File: config.mk
export PLATFORM = sky130hd
export DESIGN_NAME = traffic_phase_scheduler
export DESIGN_NICKNAME = d
export VERILOG_FILES = /design/src/rtl/traffic_phase_scheduler.sv
export SDC_FILE = /design/constraint.sdc
export NUM_CORES = 1
export LEC_CHECK = 0
export BUFFER_PORTS_ARGS = -buffer_cell sky130_fd_sc_hd__buf_4
export CAP_MARGIN = 20
export CORE_UTILIZATION = 50
export DETAILED_ROUTE_END_ITERATION = 10
export HOLD_SLACK_MARGIN = 0.12
export PLACE_DENSITY_LB_ADDON = 0.15
export SLEW_MARGIN = 20
export SYNTH_ARGS = -nofsm -noshare
export SYNTH_HDL_FRONTEND = slang
export SYNTH_SLANG_ARGS = --single-unit
File: constraint.sdc
create_clock -name clk -period 2.05 [get_ports clk]
set_clock_uncertainty 0.1 [all_clocks]
set_input_delay 0.615 -clock clk [delete_from_list [all_inputs] [get_ports clk]]
set_output_delay 0.615 -clock clk [all_outputs]
set_load 0.005 [all_outputs]
File: src/rtl/traffic_phase_scheduler.sv
// traffic_phase_scheduler
//   Timed, demand-driven phase scheduler for a two-road intersection. It cycles road A and
//   road B through green, yellow and all-red phases with minimum and maximum green times.
//   It can also insert a pedestrian walk phase between the two roads.
//
//   Optional feature macro: PED_CROSS_EN. When it is defined, the pedestrian request latch
//   and the walk phase are built. When it is undefined, ped_req_i is ignored and walk_o and
//   ped_pending_o stay at 0.
//
// Ports
//   clk            clock; all state changes on the rising edge
//   rst            asynchronous, active-high reset
//   sensor_a_i     cars waiting or present on road A
//   sensor_b_i     cars waiting or present on road B
//   ped_req_i      pedestrian button; sampled every cycle
//   light_a_o      one-hot {red, yellow, green} for road A
//   light_b_o      one-hot {red, yellow, green} for road B
//   walk_o         pedestrian walk lamp
//   phase_o        current state encoding, for debug and coverage
//   ped_pending_o  pedestrian request latch
module traffic_phase_scheduler #(
  parameter int unsigned GREEN_MIN   = 6,
  parameter int unsigned GREEN_MAX   = 20,
  parameter int unsigned YELLOW_LEN  = 2,
  parameter int unsigned ALL_RED_LEN = 1,
  parameter int unsigned WALK_LEN    = 4,
  parameter int unsigned CNT_W       = 8
) (
  input  logic       clk,
  input  logic       rst,
  input  logic       sensor_a_i,
  input  logic       sensor_b_i,
  input  logic       ped_req_i,
  output logic [2:0] light_a_o,
  output logic [2:0] light_b_o,
  output logic       walk_o,
  output logic [2:0] phase_o,
  output logic       ped_pending_o
);

  typedef enum logic [2:0] {
    StAGreen   = 3'd0,
    StAYellow  = 3'd1,
    StAllRedAb = 3'd2,
    StBGreen   = 3'd3,
    StBYellow  = 3'd4,
    StAllRedBa = 3'd5,
    StPedWalk  = 3'd6,
    StInvalid  = 3'd7
  } state_e;

  typedef enum logic {DirA = 1'b0, DirB = 1'b1} dir_e;

  localparam logic [CNT_W-1:0] GreenMinM1 = CNT_W'(GREEN_MIN - 1);
  localparam logic [CNT_W-1:0] GreenMaxM1 = CNT_W'(GREEN_MAX - 1);
  localparam logic [CNT_W-1:0] YellowM1   = CNT_W'(YELLOW_LEN - 1);
  localparam logic [CNT_W-1:0] AllRedM1   = CNT_W'(ALL_RED_LEN - 1);
  localparam logic [CNT_W-1:0] WalkM1     = CNT_W'(WALK_LEN - 1);

  localparam logic [2:0] LampRed    = 3'b100;
  localparam logic [2:0] LampYellow = 3'b010;
  localparam logic [2:0] LampGreen  = 3'b001;

  state_e           state_q, state_d;
  logic [CNT_W-1:0] cnt_q, cnt_d;
  dir_e             ret_q, ret_d;
  logic             ped_q, ped_d;
  logic [2:0]       light_a_d, light_b_d;
  logic             walk_d;
  logic             in_green;

  // Next state, return direction and phase counter.
  always_comb begin
    state_d = state_q;
    ret_d   = ret_q;
    unique case (state_q)
      StAGreen: begin
        if (cnt_q >= GreenMinM1 && (sensor_b_i || ped_q) &&
            (!sensor_a_i || cnt_q >= GreenMaxM1)) begin
          state_d = StAYellow;
        end
      end
      StAYellow:  if (cnt_q == YellowM1) state_d = StAllRedAb;
      StAllRedAb: begin
        if (cnt_q == AllRedM1) begin
          if (ped_q) begin
            state_d = StPedWalk;
            ret_d   = DirB;
          end else begin
            state_d = StBGreen;
          end
        end
      end
      StBGreen: begin
        if (cnt_q >= GreenMinM1 && (sensor_a_i || ped_q) &&
            (!sensor_b_i || cnt_q >= GreenMaxM1)) begin
          state_d = StBYellow;
        end
      end
      StBYellow:  if (cnt_q == YellowM1) state_d = StAllRedBa;
      StAllRedBa: begin
        if (cnt_q == AllRedM1) begin
          if (ped_q) begin
            state_d = StPedWalk;
            ret_d   = DirA;
          end else begin
            state_d = StAGreen;
          end
        end
      end
`ifdef PED_CROSS_EN
      StPedWalk: begin
        if (cnt_q == WalkM1) state_d = (ret_q == DirA) ? StAGreen : StBGreen;
      end
`endif
      // Unreachable encodings go to a safe all-red phase.
      default: state_d = StAllRedBa;
    endcase

    in_green = (state_q == StAGreen) || (state_q == StBGreen);
    if (state_d != state_q) begin
      cnt_d = '0;
    end else if (in_green && cnt_q >= GreenMaxM1) begin
      cnt_d = cnt_q;  // saturate while a green holds without opposing demand
    end else begin
      cnt_d = cnt_q + 1'b1;
    end
  end

`ifdef PED_CROSS_EN
  // The edge that enters the walk phase clears the latch, even if ped_req_i is high then.
  always_comb begin
    ped_d = ped_q | ped_req_i;
    if (state_d == StPedWalk && state_q != StPedWalk) ped_d = 1'b0;
  end
`else
  logic unused_ped_req;
  logic unused_ret;
  logic unused_walk_m1;
  assign unused_ped_req = ped_req_i;
  assign unused_ret     = ret_q;
  assign unused_walk_m1 = ^WalkM1;
  assign ped_d          = 1'b0;
`endif

  // Lamp outputs are decoded from the next state, so they land in the same flops' timing
  // as the state itself.
  always_comb begin
    light_a_d = LampRed;
    light_b_d = LampRed;
    walk_d    = 1'b0;
    unique case (state_d)
      StAGreen:  light_a_d = LampGreen;
      StAYellow: light_a_d = LampYellow;
      StBGreen:  light_b_d = LampGreen;
      StBYellow: light_b_d = LampYellow;
`ifdef PED_CROSS_EN
      StPedWalk: walk_d = 1'b1;
`endif
      default: ;
    endcase
  end

  always_ff @(posedge clk or posedge rst) begin
    if (rst) begin
      state_q   <= StAGreen;
      cnt_q     <= '0;
      ret_q     <= DirA;
      ped_q     <= 1'b0;
      light_a_o <= LampGreen;
      light_b_o <= LampRed;
      walk_o    <= 1'b0;
      phase_o   <= 3'd0;
    end else begin
      state_q   <= state_d;
      cnt_q     <= cnt_d;
      ret_q     <= ret_d;
      ped_q     <= ped_d;
      light_a_o <= light_a_d;
      light_b_o <= light_b_d;
      walk_o    <= walk_d;
      phase_o   <= state_d;
    end
  end

  assign ped_pending_o = ped_q;

endmodule

# Word-level counts from Yosys, hierarchy flattened

Index checks and enable logic that the tools add are counted.

Add/sub/neg operators: 1
Equal/unequal tests: 11
Mux-type cells: 11
Reductions and logical operators: 13
Order comparisons: 2

Operator list:

| cell                  | number |
|---|---|
| $mux W3               | 6 |
| $pmux W3 S6           | 1 |
| $mux W8               | 2 |
| $pmux W3 S2           | 2 |
| $eq A3 B2 Y1 const B  | 3 |
| $eq A3 B3 Y1 const B  | 3 |
| $add A8 B1 Y8 const B | 1 |
| $eq A8 B1 Y1 const B  | 1 |
| $ge A8 B3 Y1 const B  | 1 |
| $ge A8 B5 Y1 const B  | 1 |
| $logic_not A8 Y1      | 1 |
| $eq A3 B1 Y1 const B  | 2 |
| $logic_not A3 Y1      | 2 |
| $logic_and A1 B1 Y1   | 5 |
| $logic_or A1 B1 Y1    | 3 |
| $ne A3 B3 Y1          | 1 |
| $logic_not A1 Y1      | 2 |
| $ne A2 B2 Y1 const B  | 1 |

Input port bits: 5
Register bits after elaboration: 17
Word-level logic and storage cells: 42
Output and inout bits: 11

# Logic depth before layout (Yosys ltp)

Gate-level depths: netlist of the first run.

Depth in word-level cells: 7
Gate-level depth with buffers: 8
Depth with buffers taken out: 8

# Worst setup path before layout of the first run

OpenSTA, ideal clock, no wires.

Kind: register to register
Start point: register cnt_q[0]
End point: register cnt_q[1]
Data arrival time: 1.698 ns
Setup slack: 0.179 ns
Path buffers: 0
Clock period less this slack: 1.871 ns
Stages on the path, launching flop included: 9
Setup time: 0.073 ns
Required time: 1.877 ns
Cell sequence: dfrtp_1 > inv_1 > ha_1 > a22oi_1 > nor2_1 > a222oi_1 > o21ai_2 > a2bb2oi_2 > a21oi_2

Longest elaborated chain between the ends: 7
Elaborated cells between the ends (all ways): 23
Those cells by class: add/sub (1); order compare (2); eq/ne (3); mux (9); reduce/logical (8)

Ends and longest elaborated chain:

| item                                                     | RTL line | text |
|---|---|---|
| start: declaration                                       | 65       | `logic [CNT_W-1:0] cnt_q, cnt_d;` |
| start signal: assignment                                 | 176      | `cnt_q <= cnt_d;` |
| $ge A8 B3 Y1 or $ge A8 B5 Y1 (tied branches)             | -        |  |
| $logic_and A1 B1 Y1, or another cell as far along        | 95       | `if (cnt_q >= GreenMinM1 && (sensor_a_i \|\| ped_q) &&` |
| $logic_and A1 B1 Y1, on equally long branches            | 95, 78   |  |
| $mux W3, on equally long branches                        | 95, 78   |  |
| $pmux W3 S6                                              | 76       | `unique case (state_q)` |
| $ne A3 B3 Y1                                             | 121      | `if (state_d != state_q) begin` |
| $ne A2 B2 Y1 (no source line) or $mux W8 (tied branches) | -        |  |

Several ways; a longest one is shown, not always the timed one. The select of a mux whose other input is x is not followed.
A chain may end at the register's enable or synchronous reset.

# Worst setup path after layout of the first run

Start point: register cnt_q[6]
End point: register state_q[0]

Longest elaborated chain between the ends: 5
Elaborated cells between the ends (all ways): 17
Those cells by class: order compare (2); eq/ne (1); mux (7); reduce/logical (7)

Ends and longest elaborated chain:

| item                                              | RTL line | text |
|---|---|---|
| $ge A8 B3 Y1 or $ge A8 B5 Y1 (tied branches)      | -        |  |
| $logic_and A1 B1 Y1, or another cell as far along | 95       |  |
| $logic_and A1 B1 Y1, on equally long branches     | 95, 78   |  |
| $mux W3, on equally long branches                 | 95, 78   |  |
| $pmux W3 S6 *                                     | 76       |  |
| net state_d[0]                                    | 64       | `state_e state_q, state_d;` |
| end signal: assignment                            | 166      | `state_q <= StAGreen;` |
| end signal: assignment                            | 175      | `state_q <= state_d;` |
| end: declaration                                  | 64       |  |

The timed path passes the listed nets; every way through them passes the cells marked *.

==> impl_metrics.toml, run 1 <==
[clock_tree]
cts_buffers = 3
ctsHoldBuffers = 0
clk_pin_slew_ps = 100
insertion_delay_ps = 290
clockBufferDepth = 2
cts_tree = "done"
htree_levels = 1
cts_sinks = 17
root_buffer = "clkbuf_4"

[worst_hold_path]
min_path_type = "input pin to asynchronous set/reset pin"

[yosys]
ys_seq_elements = 17
ys.flop_type = "dfrtp_1"
synth-async-reset-ratio = 1.000
yosys-top-cells-area = "dfrtp_1, nor2_1, dfstp_2"
syn_inst = 108
ys_types = 43
yosysWarnings = 0
syn-cell-area_um2 = 1013
ys_seq_area_frac = 0.4222
post-synth-top-area-cell = "dfrtp_1"
avgSynthCellArea_um2 = 9.384
synth-edff-count = 0
synth_top_area_frac = 0.3704

[pwr]
share_comb_of_total_power = 0.614
power.leakage_nw = 0.5847
p_per_area_nw_per_um2 = 1501
total_power_mw = 1.987
max-vdd-ir-drop_mv = 0.8824
p_clk_frac = 0.090
switching_share = 0.4150
p_int_mw = 1.163
power.switching_mw = 0.8248
power_frac_seq = 0.296

[drt]
drt-pass1-iter-count = 4
vias = 883
met2_wirelength_mm = 1.143
top_layer_used = "met4"
wire_per_inst_um = 14.47
routed_wl_mm = 2.272
wl_met3_um = 95
drtIter0Drc = 23
wl_met1_mm = 1.012
route.detailed.drc = 0
ant_nets = 0
routed_via_density = 5.624

[floorplanning]
start_util = 0.5567
core_um2 = 1821
rows = 15
io_pins = 16
fp.dieW_um = 47.02
dieHeight_um = 47.02
die_area_um2 = 2211

[final_layout]
final_cell_mix = "buf_4, dfrtp_1, nor2_1"
final-seq-area_um2 = 429.2
stdcell_area_um2 = 1324
area_growth_syn_to_layout_pct = 30.62
multi_input_area_um2 = 619.3
drive_gt1_frac = 0.4318
n_fill_cell = 141
final_common_cell = "buf_4"
diodes = 0
nets = 141

[status]
outcome = "completed"

[sta]
rsz0062_at_grt = "yes"
fin_crit_sh = 0.9930
setup_tns_ps = 0
min_period_ps = 2036
setup_ws_ps = 14.28
finalHoldViolations = 0
max_freq_mhz = 491.2
slew_headroom = 0.5818
whs_ps = 299.7
tightestPinTransition_ps = 626.6
drv_slew = 0
setup_viol = 0

[global_routing]
grt_overflow = 0
grt_antenna_before_repair = 0
grt_pass1_vias = 761
grtUsageTotal = 0.2243
grt_max_degree = 18
grt_pass1_wl_mm = 3.436

[setup_path]
cp.required_ps = 2130
arrival_ps = 2120
crit_slowest_cell = "dfrtp_1"
worstPathMaxFanout = 6
critical_path_class = "flip-flop to flip-flop"
worstSetupEndpointType = "flip-flop"
ff2ff_setup_slack_ps = 10
start_kind = "flip-flop"
crit_chain = "nor3_4 -> o211ai_1 -> a222oi_1 -> o21ai_2 -> buf_6 -> a31o_4"
cpPeakStageDelay_ps = 450

[placement]
place_ws_ps = -57.78
place_congestion = 0.9054
port_buffers = 12
dp_hpwl_mm = 1.571
place_area_um2 = 1177

[run]
max_cap_viol_count = 0
[cells by family after synthesis]
group,count (synthesis),synth area share
other,1,0.003700
adder cells (fa/ha/maj),3,0.03704
flip-flops,17,0.4222
AND/OR/NAND/NOR,43,0.2210
XOR/XNOR,8,0.06914
buffers and inverters,12,0.06172
AO/OA/AOI/OAI,24,0.1852
[metrics by stage]
| stage | util | std cells |
|---|---|---|
| 2_1_floorplan | - | 109 |
| 3_3_place_gp | 0.6467 | 150 |
| 3_5_place_dp | 0.6467 | 150 |
| 4_1_cts | 0.6804 | 155 |
| 5_1_grt | 0.7271 | 157 |
| 6_report | 0.7271 | 157 |
[Yosys cell counts (all sizes together) (4+ instances only)]
cell   number
dfrtp      15
o21ai       4
inv         5
nand2       8
nor2       15
xor2        6
nand3       5
nor3        5
buf         4
[sequential cells by signal, indices dropped and copies added, names as in the netlist]
| name | count |
|---|---|
| cnt_q | 8 |
| light_b_o | 3 |
| light_a_o | 3 |
| state_q | 3 |
[metal layers]
metal,global-route usage,up-vias
met2,0.3361,24
li1,-,418
met5,0,-
met3,0.03462,2
met4,0.08571,0
met1,0.3246,439
[layout make-up]
class | count | share of cell area
inverters | 5 | 0.01418
multi-input cells | 80 | 0.4679
clock buffers | 4 | 0.01985
flip-flops and latches | 17 | 0.3242
well taps | 25 | 0.02363
repair buffers | 26 | 0.1503
[what timing repair did]
action / CTS / global route
resized for setup: 7 / 12
setup buffers: 1 / 3
pin swaps: 1 / 11
setup endpoints to repair: 12 / 14
endpoints found under the hold margin: 0 / 0
[critical path, delay by kind of cell (launching register included)]
kind	cells	cell delay [ps]
buffers and inverters	1	160
AO/OA/AOI/OAI	4	930
AND/OR/NAND/NOR	1	290
flip-flops	1	450
[worst paths after layout]
check | startpoint | endpoint | depth (start not counted)
setup / recovery | cnt_q[6] | state_q[0] | 6
hold / removal | rst | cnt_q[7] | 2
setup reg to reg | cnt_q[6] | state_q[0] | 6
hold reg to reg | state_q[1] | light_a_o[0] | 1
max in group asynchronous | rst | cnt_q[0] | 2
min in group clk | state_q[1] | light_a_o[0] | 1
[power groups by stage]
| stage | Combinational, mW | Sequential (mW) | Clock, mW |
|---|---|---|---|
| global route | 1.33 | 0.603 | 0.192 |
| CTS | 1.06 | 0.570 | 0.180 |
| global placement | 0.976 | 0.565 | 0 |
| finish | 1.22 | 0.588 | 0.179 |
| floorplan | 0.669 | 0.518 | 0 |
| detailed placement | 0.993 | 0.568 | 0 |
Note: power is estimated with default switching activity, not from simulation.
==> run 2: changes to the inputs <==
- CTS_BUF_LIST: not set -> sky130_fd_sc_hd__clkbuf_2 sky130_fd_sc_hd__clkbuf_4 sky130_fd_sc_hd__clkbuf_8
==> run 2 against run 1 <==
- count of clock-buffer cells in the layout unchanged
- first-iteration DRC count down 30%
- design area up 0.28%
- die area unchanged
- utilization up 0.21 points
- highest routed layer unchanged
==> impl_metrics.toml, run 2 (synthesis results as in run 1) <==
[placement]
port_buffers = 12
dp_hpwl_mm = 1.571
place_congestion = 0.9054
placed_cells = 150
place_area_um2 = 1177
place_ws_ps = -57.78

[clock_tree]
htree_levels = 1
root_buffer = "clkbuf_4"
insertion_delay_ps = 290
clk_pin_slew_ps = 110
cts_buffers = 3
cts_tree = "done"
ctsHoldBuffers = 0
cts_sinks = 17
clockBufferDepth = 2

[floorplanning]
core_um2 = 1821
rows = 15
fp.dieW_um = 47.02
die_area_um2 = 2211
start_util = 0.5567
io_pins = 16
dieHeight_um = 47.02

[sta]
finalHoldViolations = 0
rsz0062_at_grt = "yes"
whs_ps = 294.4
setup_viol = 0
slew_headroom = 0.5820
max_freq_mhz = 491.5
drv_slew = 0
fin_crit_sh = 0.9925
setup_ws_ps = 15.35
tightestPinTransition_ps = 626.3
min_period_ps = 2035

[setup_path]
cp_num_buf_inv = 1
r2r-start = "cnt_q[6]"
crit_slowest_cell = "dfrtp_1"
ff2ff_setup_slack_ps = 20
worstSetupEndpointType = "flip-flop"
reg2regPathDepth = 6
cp_top_family = "compound AO/OA/AOI/OAI gates"
worstPathMaxFanout = 6
cp.required_ps = 2130
crit_chain = "nor3_4 -> o211ai_1 -> a222oi_1 -> o21ai_2 -> buf_6 -> a31o_4"
cpPeakStageDelay_ps = 450
start_kind = "flip-flop"
timing.rr.end = "state_q[0]"
arrival_ps = 2120
critical_path_class = "flip-flop to flip-flop"

[final_layout]
final_common_cell = "buf_4"
stdcell_area_um2 = 1328
top_register = "cnt_q"
nets = 141
largest_reg_flops = 8
final-seq-area_um2 = 429.2
multi_input_area_um2 = 619.3
final_cell_mix = "buf_4, dfrtp_1, nor2_1"
stdcell_count = 157
n_fill_cell = 140
fin_util = 0.7292
drive_gt1_frac = 0.4394
diodes = 0
area_growth_syn_to_layout_pct = 30.99

[worst_hold_path]
min_path_type = "input pin to asynchronous set/reset pin"

[drt]
wire_per_inst_um = 14.57
ant_nets = 0
drtIter0Drc = 16
routed_wl_mm = 2.288
vias = 861
route.detailed.drc = 0
routed_via_density = 5.484
drt-pass1-iter-count = 4

[status]
outcome = "completed"

[global_routing]
grt_pass1_vias = 743
grt_overflow = 0
grt_pass1_wl_mm = 3.374
grtUsageTotal = 0.2212
grt_antenna_before_repair = 0
grt_max_degree = 18

[pwr]
power.leakage_nw = 0.5885
max-vdd-ir-drop_mv = 0.8548
p_per_area_nw_per_um2 = 1509

[run]
max_cap_viol_count = 0
run 2: report_power, final:
group,internal (mW),switching [mW],total [mW]
Combinational,0.630,0.591,1.22
Clock,0.0888,0.105,0.194
Sequential,0.458,0.131,0.588
run 2: cell type report:
type,count,area share
inverter,5,0.01414
timing repair buffer,26,0.1499
tap,25,0.02356
clock buffer,4,0.02262
sequential,17,0.3233
multi-input combinational,80,0.4665
run 2: metal layers:
metal	wire, um	global-route usage	part of all wire	vias up
met1	1032	0.3223	0.45	412
met2	1116	0.3278	0.49	28
met3	104	0.03462	0.045	4
li1	-	-	-	417
met4	34	0.08571	0.015	0
met5	0	0	0	-
run 2: worst register-to-register path, delay by kind of cell (launching register included):
| family | cells | cell delay [ps] |
|---|---|---|
| buf+inv | 1 | 160 |
| flops | 1 | 450 |
| simple gates | 1 | 290 |
| compound gates | 4 | 920 |
run 2: timing repair:
action,in CTS,in global routing
resized for setup,7,12
cloned,0,0
pin swaps,1,11
endpoints found under the setup margin,12,14
buffers inserted,1,3
run 2: worst max-delay path by stage:
| stage | cells past startpoint | to | startpoint | slack, ps |
|---|---|---|---|---|
| floorplan | 8 | cnt_q[1] | cnt_q[0] | 180 |
| global placement | 9 | light_b_o[2] | cnt_q[0] | -4 |
| detailed placement | 9 | light_b_o[2] | cnt_q[0] | -60 |
| CTS | 9 | cnt_q[7] | cnt_q[0] | 3 |
| global route | 8 | light_a_o[0] | cnt_q[1] | -70 |
| finish | 6 | state_q[0] | cnt_q[6] | 20 |
run 2: metrics by stage:
step,total power [mW],TNS [ps]
after floorplan,1.187,0
after global placement,1.541,-4.214
after detailed placement,1.561,-315.6
after CTS,1.824,0
after global routing,2.142,-426.7
final,2.004,0
